`src/rtl/comb_eval_scheduler.sv`:
```
// rtl/comb_eval_scheduler.sv - round-robin sharing of one 4-in/3-out combinational evaluator
// Optional golden-model checker enabled by defining EVAL_CHECK_EN.
module comb_eval_scheduler #(
  parameter int NREQ   = 4,
  parameter int IDW    = 2,
  parameter int SETTLE = 2
) (
  input  logic              clk,
  input  logic              rst,
  input  logic [NREQ-1:0]   req,
  input  logic [4*NREQ-1:0] opnd,
  output logic [NREQ-1:0]   gnt,
  output logic [3:0]        eval_abcd,
  input  logic [2:0]        eval_xyz,
  output logic              rsp_valid,
  output logic [IDW-1:0]    rsp_id,
  output logic [2:0]        rsp_xyz,
  input  logic              rsp_ready,
  output logic              chk_err
);

  localparam int CW = (SETTLE > 1) ? $clog2(SETTLE) : 1;

  typedef enum logic [1:0] {IDLE, EVAL, RESP} state_t;

  state_t         state;
  logic [IDW-1:0] ptr;
  logic [IDW-1:0] id_q;
  logic [3:0]     op_q;
  logic [CW-1:0]  cnt;
  logic [IDW-1:0] win;
  logic           win_ok;
  logic [IDW:0]   sum;

  assign eval_abcd = op_q;

  // First requester at or after ptr, wrapping modulo NREQ (NREQ need not be a power of two).
  always_comb begin
    win    = '0;
    win_ok = 1'b0;
    sum    = '0;
    for (int j = 0; j < NREQ; j++) begin
      sum = {1'b0, ptr} + (IDW+1)'(j);
      if (sum >= (IDW+1)'(NREQ))
        sum = sum - (IDW+1)'(NREQ);
      if (!win_ok && req[sum[IDW-1:0]]) begin
        win_ok = 1'b1;
        win    = sum[IDW-1:0];
      end
    end
  end

`ifdef EVAL_CHECK_EN
  logic a, b, c, d, ab, aob, cd;
  logic [2:0] model;

  assign {a, b, c, d} = op_q;
  assign ab  = a & b;
  assign aob = (a | b) & ~c & ~d;
  assign cd  = c & d;
  assign model = {(~a & ~b & ~cd) | aob,
                  ab ? (~c & ~d) : (c ^ d),
                  ~((ab | ~cd) ^ aob)};
`else
  assign chk_err = 1'b0;
`endif

  always_ff @(posedge clk) begin
    if (rst) begin
      state     <= IDLE;
      ptr       <= '0;
      id_q      <= '0;
      op_q      <= '0;
      cnt       <= '0;
      gnt       <= '0;
      rsp_valid <= 1'b0;
      rsp_id    <= '0;
      rsp_xyz   <= '0;
`ifdef EVAL_CHECK_EN
      chk_err   <= 1'b0;
`endif
    end else begin
      gnt <= '0;
      case (state)
        IDLE: begin
          if (win_ok) begin
            op_q     <= opnd[{win, 2'b00} +: 4];
            id_q     <= win;
            gnt[win] <= 1'b1;
            cnt      <= CW'(SETTLE - 1);
            state    <= EVAL;
          end
        end
        EVAL: begin
          // eval_xyz is only looked at on this exit edge, so earlier glitches are harmless.
          if (cnt == '0) begin
            rsp_xyz   <= eval_xyz;
            rsp_id    <= id_q;
            rsp_valid <= 1'b1;
            state     <= RESP;
`ifdef EVAL_CHECK_EN
            if (eval_xyz != model)
              chk_err <= 1'b1;
`endif
          end else begin
            cnt <= cnt - 1'b1;
          end
        end
        RESP: begin
          if (rsp_ready) begin
            rsp_valid <= 1'b0;
            ptr       <= (id_q == IDW'(NREQ - 1)) ? '0 : id_q + 1'b1;
            state     <= IDLE;
          end
        end
        default: state <= IDLE;
      endcase
    end
  end

endmodule
```
`config.mk`:
```
export PLATFORM = sky130hd
export DESIGN_NAME = comb_eval_scheduler
export DESIGN_NICKNAME = d
export VERILOG_FILES = /design/src/rtl/comb_eval_scheduler.sv
export SDC_FILE = /design/constraint.sdc
export NUM_CORES = 1
export LEC_CHECK = 0
export BUFFER_PORTS_ARGS = -buffer_cell sky130_fd_sc_hd__buf_2
export CAP_MARGIN = 20
export CORE_MARGIN = 2
export CORE_UTILIZATION = 46
export DETAILED_ROUTE_END_ITERATION = 16
export PLACE_DENSITY_LB_ADDON = 0.25
export REMOVE_ABC_BUFFERS = 1
export SYNTH_ARGS = -nofsm -noshare
export SYNTH_HDL_FRONTEND = slang
export SYNTH_SLANG_ARGS = --single-unit
```
`constraint.sdc`:
```
create_clock -name clk -period 2.2 [get_ports clk]
set_clock_uncertainty 0.2 [all_clocks]
set_input_delay 0.22 -clock clk [delete_from_list [all_inputs] [get_ports clk]]
set_output_delay 0.22 -clock clk [all_outputs]
set_load 0.005 [all_outputs]
```
* Yosys cells after proc, flatten, opt, wreduce, memory -nomap -nowiden
Cells that the tools add are included.
Storage, ports and cells: register bits 21, bits of input ports 26, word-level logic and storage cells 88
Operators by class: $add $sub $neg 9, $lt $le $gt $ge 10, equal/unequal tests 6, shifts and indexed selects 1, mux-type cells 33, bitwise operators 3, reductions and logical operators 17
Operators by type and width (count):
- 2-bit 2-to-1 mux | 12
- 16-bit by 5-bit indexed part select with 4-bit output | 1
- 2-bit by 3-bit < comparator with 1-bit output, second input constant | 5
- 1-bit 2-to-1 mux | 13
- 3-bit >= comparator, second input constant | 3
- 1-bit binary-select mux with 2-bit select | 4
- 2-bit AND reduction | 4
- 2-bit by 1-bit subtractor with 2-bit output, second input constant | 4
- 2-bit by 2-bit adder with 3-bit output, second input constant | 2
- 2-bit != test, second input constant | 3
- 2-bit case mux with 3 select lines | 1
- 3-bit AND reduction | 2
- 2-bit equality test, second input constant | 2
- 1-bit logical AND | 4
- 1-bit case mux with 2 select lines | 2
- 2-bit nonzero test | 2
- 2-bit by 1-bit adder with 3-bit output, second input constant | 1
- 2-bit by 3-bit >= comparator with 1-bit output, second input constant | 1
- 1-bit zero test | 3
- 1-bit NOT | 3
- 3-bit OR reduction | 1
- 2-bit by 1-bit adder with 2-bit output, second input constant | 1
- 1-bit demux with 2-bit select | 1
- 2-bit by 1-bit equality test with 1-bit output, second input constant | 1
- 3 further kinds | 3

* Depth between registers and ports, before layout
Gate-level depths: netlist (run 1).
word-level depth 18, depth in mapped cells 5, gate-level depth less buffers 4

* Worst setup path after synthesis (run 1)
Ideal clock, no wire load.
path kind register to register, from register ptr[1], to register op_q[0], in the netlist eval_abcd[0], library setup time 133 ps, arrival time 1305 ps, data required time 1867 ps, setup slack 562 ps, stages on the path, launching flop included 6, clock period less this slack 1638 ps, cell sequence dfxtp_1 -> or3b_1 -> o221ai_2 -> buf_6 -> mux2i_1 -> o221ai_1
On the way: longest elaborated chain between the ends 15
RTL lines:
- start: declaration | line 27 | logic [IDW-1:0] ptr;
- start signal: assignment | line 112 | ptr <= (id_q == IDW'(NREQ - 1)) ? '0 : id_q + 1'b1;
- branches (longest 15 deep; another with 2-bit by 1-bit adder with 3-bit output)
- end signal: assignment | line 87 | op_q <= opnd[{win, 2'b00} +: 4];
- end: declaration | line 29 | logic [3:0] op_q;
Several ways; the timed one is not identified. The select of a mux whose other input is x is not followed. A chain may end at the register's enable or synchronous reset.

* Final worst setup path (run 1)
from register ptr[1], to register op_q[3], in the netlist eval_abcd[3]
Same word-level chain as after synthesis.

==> reports/results.tsv, run 1 <==
stage	metric	value	unit
worst_setup_path	Max FO, Critical Path	13	
clock_tree	clk slew on worst S/H paths	0.13	ns
worst_hold_path	type of the worst min-delay path	in -> reg	
worst_setup_path	critical path arrival	1.90	ns
floorplan	DIE AREA	2530	um2
power	P_leak	0.584	nW
worst_setup_path	slowest CP cell	o221ai_2	
worst_setup_path	slowest cell delay on critical path	0.61	ns
synthesis	Area contributors post-synth	dfxtp_1, mux2i_1, nor2_1	
synthesis	Synth Flop Type	dfxtp_1	
timing	final hold vios	0	
synthesis	Post-synth top cells	dfxtp_1, mux2i_1, nor2_1	
global_route	antenna violations before repair	0	
synthesis	syn avg cell area	9.76	um2
cells_and_area	post-layout util	0.632	
worst_setup_path	CP Launch Type	flop	
timing	Tcrit/Tclk final	0.867	
timing	Setup TNS Final	0	ns
worst_setup_path	Worst Path Required	2.19	ns
routing	total number of vias	892	
routing	DRC marker count from the first detailed-route iteration	11	
power	PD cells	650	nW/um2
placed_design	post-DP HPWL	1.50	mm
worst_setup_path	Top Family by Delay on Critical Path	compound AO/OA/AOI/OAI gates	
global_route	first-pass GRT wire length	3.44	mm
placed_design	IO Port Bufs	39	
timing	measured slew at the worst slew-check pin	0.755	ns
cells_and_area	final instance area	1250	um2
timing	relative slew slack	0.496	
cells_and_area	synth-to-layout area growth	27.0	%
worst_setup_path	critical path class	reg -> reg	
global_route	grt total ovfl	0	
clock_tree	PostCTS Resize Cnt	0	
clock_tree	Clock Path Buffers	2	
clock_tree	postcts setup bufs	0	
power	Worst VDD drop	0.503	mV
clock_tree	hold-fix buffers at CTS	4	
cells_and_area	final std cells w/o fill	171	
synthesis	EDFF count, synth	0	
synthesis	Unique masters post-synth	32	
cells_and_area	Antenna Diode Count	0	
placed_design	Cells after DPL	163	
floorplan	Starting Density	0.497	
routing	First-pass DRT Iterations	4	
clock_tree	total CTS buffers	3	
flow_run	MaxCap Viol Count	0	
worst_setup_path	WP buf/inv	0	
routing	Total Routed Length	2.05	mm
floorplan	row count	16	
power	Total Power	0.815	mW
synthesis	Yosys reg bits	21	
clock_tree	CTS tree	yes	
timing	pins over their slew limit	0	
synthesis	post-synthesis cell count	101	
floorplan	Core ar.	1980	um2
clock_tree	H-tree levels	1	
synthesis	sequential share of the synthesized area	0.426	
timing	RSZ-0062 raised after global routing	no	
global_route	largest net degree at the start of global routing	24	
floorplan	Top Ports	41	
routing	WL per Instance	12.0	um
placed_design	Post-DP Area	1180	um2
cells_and_area	NumNets Final	172	
synthesis	area share of the largest cell type after synthesis	0.426	
synthesis	cell area after synthesis	986	um2
synthesis	Synth warnings	0	
routing	vias per cell	5.22	
worst_setup_path	CP Capture Type	flop	
placed_design	RD Place Congestion	0.784	
clock_tree	clk_lat worst skew	0.31	ns
worst_setup_path	CP Cell Sequence	a21boi_0 -> o221ai_2 -> mux2i_1 -> o221ai_1	
timing	fmax	524	MHz
routing	DRC	0	
synthesis	most common cell in the netlist	dfxtp_1	
global_route	vias in the first global route	775	
floorplan	width of the die	50.3	um
clock_tree	CTS sink cnt	21	
timing	Tmin final	1.91	ns
routing	Antenna Nets Post-Route	0	
outcome	status	completed	
synthesis	post-synth top area cell	dfxtp_1	
cells_and_area	share of layout cells above drive strength 1	0.333	
synthesis	asr flop ratio synth	0	
floorplan	Die Ht	50.3	um
global_route	GRT Total Usage	0.175	
clock_tree	Clock Root Buffer	clkbuf_4	
timing	count of final setup violators	0	
-- worst min-delay path, delay by kind of cell --
family / cells / cell delay, ns
AO/OA/AOI/OAI: 1 / 0.15
buffers and inverters: 1 / 0.07
multiplexers: 1 / 0.05
-- sequential cells by signal, indices dropped and copies added, names as in the netlist --
name       count
gnt            4
eval_abcd      4
rsp_id         2
rsp_xyz        3
ptr            2
id_q           2
rsp_valid      1
cnt            1
state          2
-- routing by layer --
layer | track usage | up-vias | part of all wire
li1 | - | 452 | -
met1 | 0.226 | 413 | 0.46
met2 | 0.283 | 25 | 0.49
met3 | 0.0476 | 2 | 0.053
met4 | 0.0541 | 0 | 0.0049
met5 | 0 | - | 0
-- cells in the final DEF (no fill, tap or decap), types with 2 or more instances in the layout --
master	Yosys	routed
buf_4	2	2
dfxtp_1	21	21
nor4_1	2	2
nor4b_1	2	2
a21oi_1	5	5
mux2i_1	15	15
buf_2	1	39
nand2_1	4	4
nor2_1	13	13
nor2b_1	4	4
o221ai_1	4	4
nor3_1	4	4
nand3b_1	5	5
clkbuf_4	0	3
dlygate4sd3_1	0	4
-- logic make-up (layout without fill, tap and decap cells) --
kind of cell	Yosys count	count (layout)	synth area share
buf+inv	7	50	0.0520
simple gates	42	42	0.241
mux	15	15	0.152
fa+ha+maj	1	1	0.0127
flops	21	21	0.426
compound gates	14	14	0.112
other cells	1	1	0.00380
-- final timing paths --
path              start      endpoint  slack [ns]  depth (start not counted)
min            opnd[14]  eval_abcd[2]        0.01                          3
max reg2reg      ptr[1]  eval_abcd[3]        0.29                          4
min reg2reg  rsp_xyz[0]    rsp_xyz[0]        0.31                          2
max              ptr[1]  eval_abcd[3]        0.29                          4
-- where the power goes --
part / total (mW) / switching, mW / leakage (nW) / internal, mW
Clock: 0.194 / 0.125 / 0.0139 / 0.0694
Sequential: 0.435 / 0.0215 / 0.172 / 0.413
Combinational: 0.186 / 0.0899 / 0.398 / 0.0957
Total: 0.815 / 0.236 / 0.584 / 0.578
-- final cells by class --
type,instances,area (um2)
Clock buffer,3,22.5
Clock inverter,1,7.51
Fill cell,188,729
Inverter,1,3.75
Multi-Input combinational cell,73,514
Sequential cell,21,420
Tap cell,27,33.8
Timing Repair Buffer,45,250
-- through the flow --
step                      setup slack (ns)  hold slack (ns)
after floorplan                      0.505           0.0891
after global placement               0.408            0.258
after detailed placement             0.319            0.270
after CTS                            0.291           0.0198
after global routing                 0.111           0.0238
final                                0.292           0.0140
(Power assumes the default switching activity.)
==> inputs of run 2 (changes only) <==
--- a/config.mk
+++ b/config.mk
@@ -12,6 +12,7 @@
 export DETAILED_ROUTE_END_ITERATION = 16
 export PLACE_DENSITY_LB_ADDON = 0.25
 export REMOVE_ABC_BUFFERS = 1
+export SETUP_SLACK_MARGIN = 0.5
 export SYNTH_ARGS = -nofsm -noshare
 export SYNTH_HDL_FRONTEND = slang
 export SYNTH_SLANG_ARGS = --single-unit
==> reports/results.tsv, run 2 (synthesis gave the netlist of run 1 again) <==
stage	metric	value	unit	change
clock_tree	total CTS buffers	3		unchanged
floorplan	DIE AREA	2530	um2	unchanged
worst_setup_path	CP Launch Type	flop		
global_route	vias in the first global route	821		+5.9%
routing	DRC marker count from the first detailed-route iteration	17		+6
worst_setup_path	CP Cell Sequence	or3b_4 -> o221ai_4 -> buf_12 -> mux2i_2 -> o221ai_1		
clock_tree	H-tree levels	1		unchanged
power	P_leak	0.606	nW	+3.7%
power	Worst VDD drop	0.515	mV	+2.3%
worst_setup_path	Max FO, Critical Path	7		-6
clock_tree	Clock Path Buffers	2		unchanged
placed_design	Post-DP Area	1180	um2	unchanged
floorplan	Top Ports	41		unchanged
cells_and_area	post-layout util	0.677		+0.0448
routing	total number of vias	915		+2.6%
timing	Tmin final	1.73	ns	-0.180 ns
timing	fin worst setup slack	0.472	ns	+0.180 ns
global_route	antenna violations before repair	0		unchanged
global_route	largest net degree at the start of global routing	24		unchanged
worst_setup_path	slowest CP cell	or3b_4		
clock_tree	clk_lat worst skew	0.31	ns	about the same
power	PD cells	626	nW/um2	-3.7%
floorplan	Starting Density	0.497		unchanged
floorplan	width of the die	50.3	um	unchanged
cells_and_area	share of layout cells above drive strength 1	0.395		+0.0612
worst_setup_path	CP Capture Type	flop		
timing	Tcrit/Tclk final	0.786		-0.0816
routing	First-pass DRT Iterations	4		unchanged
clock_tree	CTS sink cnt	21		unchanged
clock_tree	CTS tree	yes		
floorplan	Die Ht	50.3	um	unchanged
cells_and_area	Antenna Diode Count	0		unchanged
timing	final hold vios	0		unchanged
floorplan	Core ar.	1980	um2	unchanged
timing	pins over their slew limit	0		unchanged
timing	fmax	579	MHz	+10%
worst_hold_path	type of the worst min-delay path	in -> reg		
cells_and_area	Fillers	179		-4.8%
placed_design	RD Place Congestion	0.784		unchanged
worst_setup_path	slowest cell delay on critical path	0.41	ns	-0.20 ns
outcome	status	completed		
clock_tree	Clock Root Buffer	clkbuf_4		
placed_design	IO Port Bufs	39		unchanged
timing	RSZ-0062 raised after global routing	yes		
worst_setup_path	critical path class	reg -> reg		
worst_setup_path	Worst Path Required	2.19	ns	about the same
cells_and_area	final instance area	1340	um2	+7.1%
global_route	grt total ovfl	0		unchanged
routing	vias per cell	5.26		+0.81%
global_route	first-pass GRT wire length	3.74	mm	+8.8%
power	Total Power	0.840	mW	+3.1%
cells_and_area	synth-to-layout area growth	36.0	%	
placed_design	post-DP HPWL	1.50	mm	unchanged
routing	WL per Instance	13.0	um	+8.5%
clock_tree	clk slew on worst S/H paths	0.13	ns	about the same
cells_and_area	commonest non-fill, non-tap cell in the layout	buf_2		
routing	Total Routed Length	2.26	mm	+10%
flow_run	MaxCap Viol Count	0		unchanged
cells_and_area	most frequent cells in the layout	buf_2, dfxtp_1, nor2_1, mux2i_1		
global_route	GRT Total Usage	0.192		+0.0177
routing	Antenna Nets Post-Route	0		unchanged
timing	count of final setup violators	0		unchanged
routing	DRC	0		unchanged
floorplan	row count	16		unchanged
worst_setup_path	critical path arrival	1.72	ns	-0.18 ns
placed_design	pre-CTS setup slack	0.319	ns	unchanged
timing	Setup TNS Final	0	ns	unchanged
cells_and_area	NumNets Final	175		+1.7%
run 2: metrics by stage:
step / hold WS, ns / cells
4_1_cts: 0.0199 / 174
2_1_floorplan: 0.0891 / 95
5_1_grt: 0.0210 / 174
3_3_place_gp: 0.258 / 163
6_report: 0.0130 / 174
3_5_place_dp: 0.270 / 163
run 2: final cells by class:
cell class                      instances  area (um2)  area share
Clock buffer                            3        22.5      0.0168
Clock inverter                          1        7.51     0.00560
Inverter                                1        3.75     0.00280
Tap cell                               27        33.8      0.0252
Sequential cell                        21         428       0.319
Timing Repair Buffer                   47         278       0.207
Multi-Input combinational cell         74         568       0.424
run 2: final timing paths:
path | depth (start not counted) | from | to | slack, ns
max | 5 | ptr[1] | eval_abcd[3] | 0.47
min | 3 | opnd[14] | eval_abcd[2] | 0.01
max reg2reg | 5 | ptr[1] | eval_abcd[3] | 0.47
min reg2reg | 2 | rsp_xyz[1] | rsp_xyz[1] | 0.31
run 2: where the power goes:
part	leakage [nW]	internal (mW)	switching, mW
sequential	0.174	0.412	0.0224
clock	0.0139	0.0694	0.126
combinational	0.418	0.111	0.0997
run 2: repair_timing:
item,in CTS,in global routing
pin swaps,2,0
setup endpoints to repair,7,7
buffers inserted,2,0
cloned,1,0
endpoints found under the hold margin,4,0
resized for setup,9,3
hold buffers,4,0
run 2: routing by layer:
metal  part of all wire  global-route usage
met5                  0                   0
met4              0.011              0.0676
met3              0.052              0.0506
met2               0.50               0.309
met1               0.44               0.249
run 2: worst max-delay path: cells and delay by family, from the launching register on:
| family | cells | cell delay [ns] |
|---|---|---|
| AND/OR/NAND/NOR | 1 | 0.41 |
| flip-flops | 1 | 0.39 |
| multiplexers | 1 | 0.23 |
| AO/OA/AOI/OAI | 2 | 0.21 |
| buffers and inverters | 1 | 0.16 |
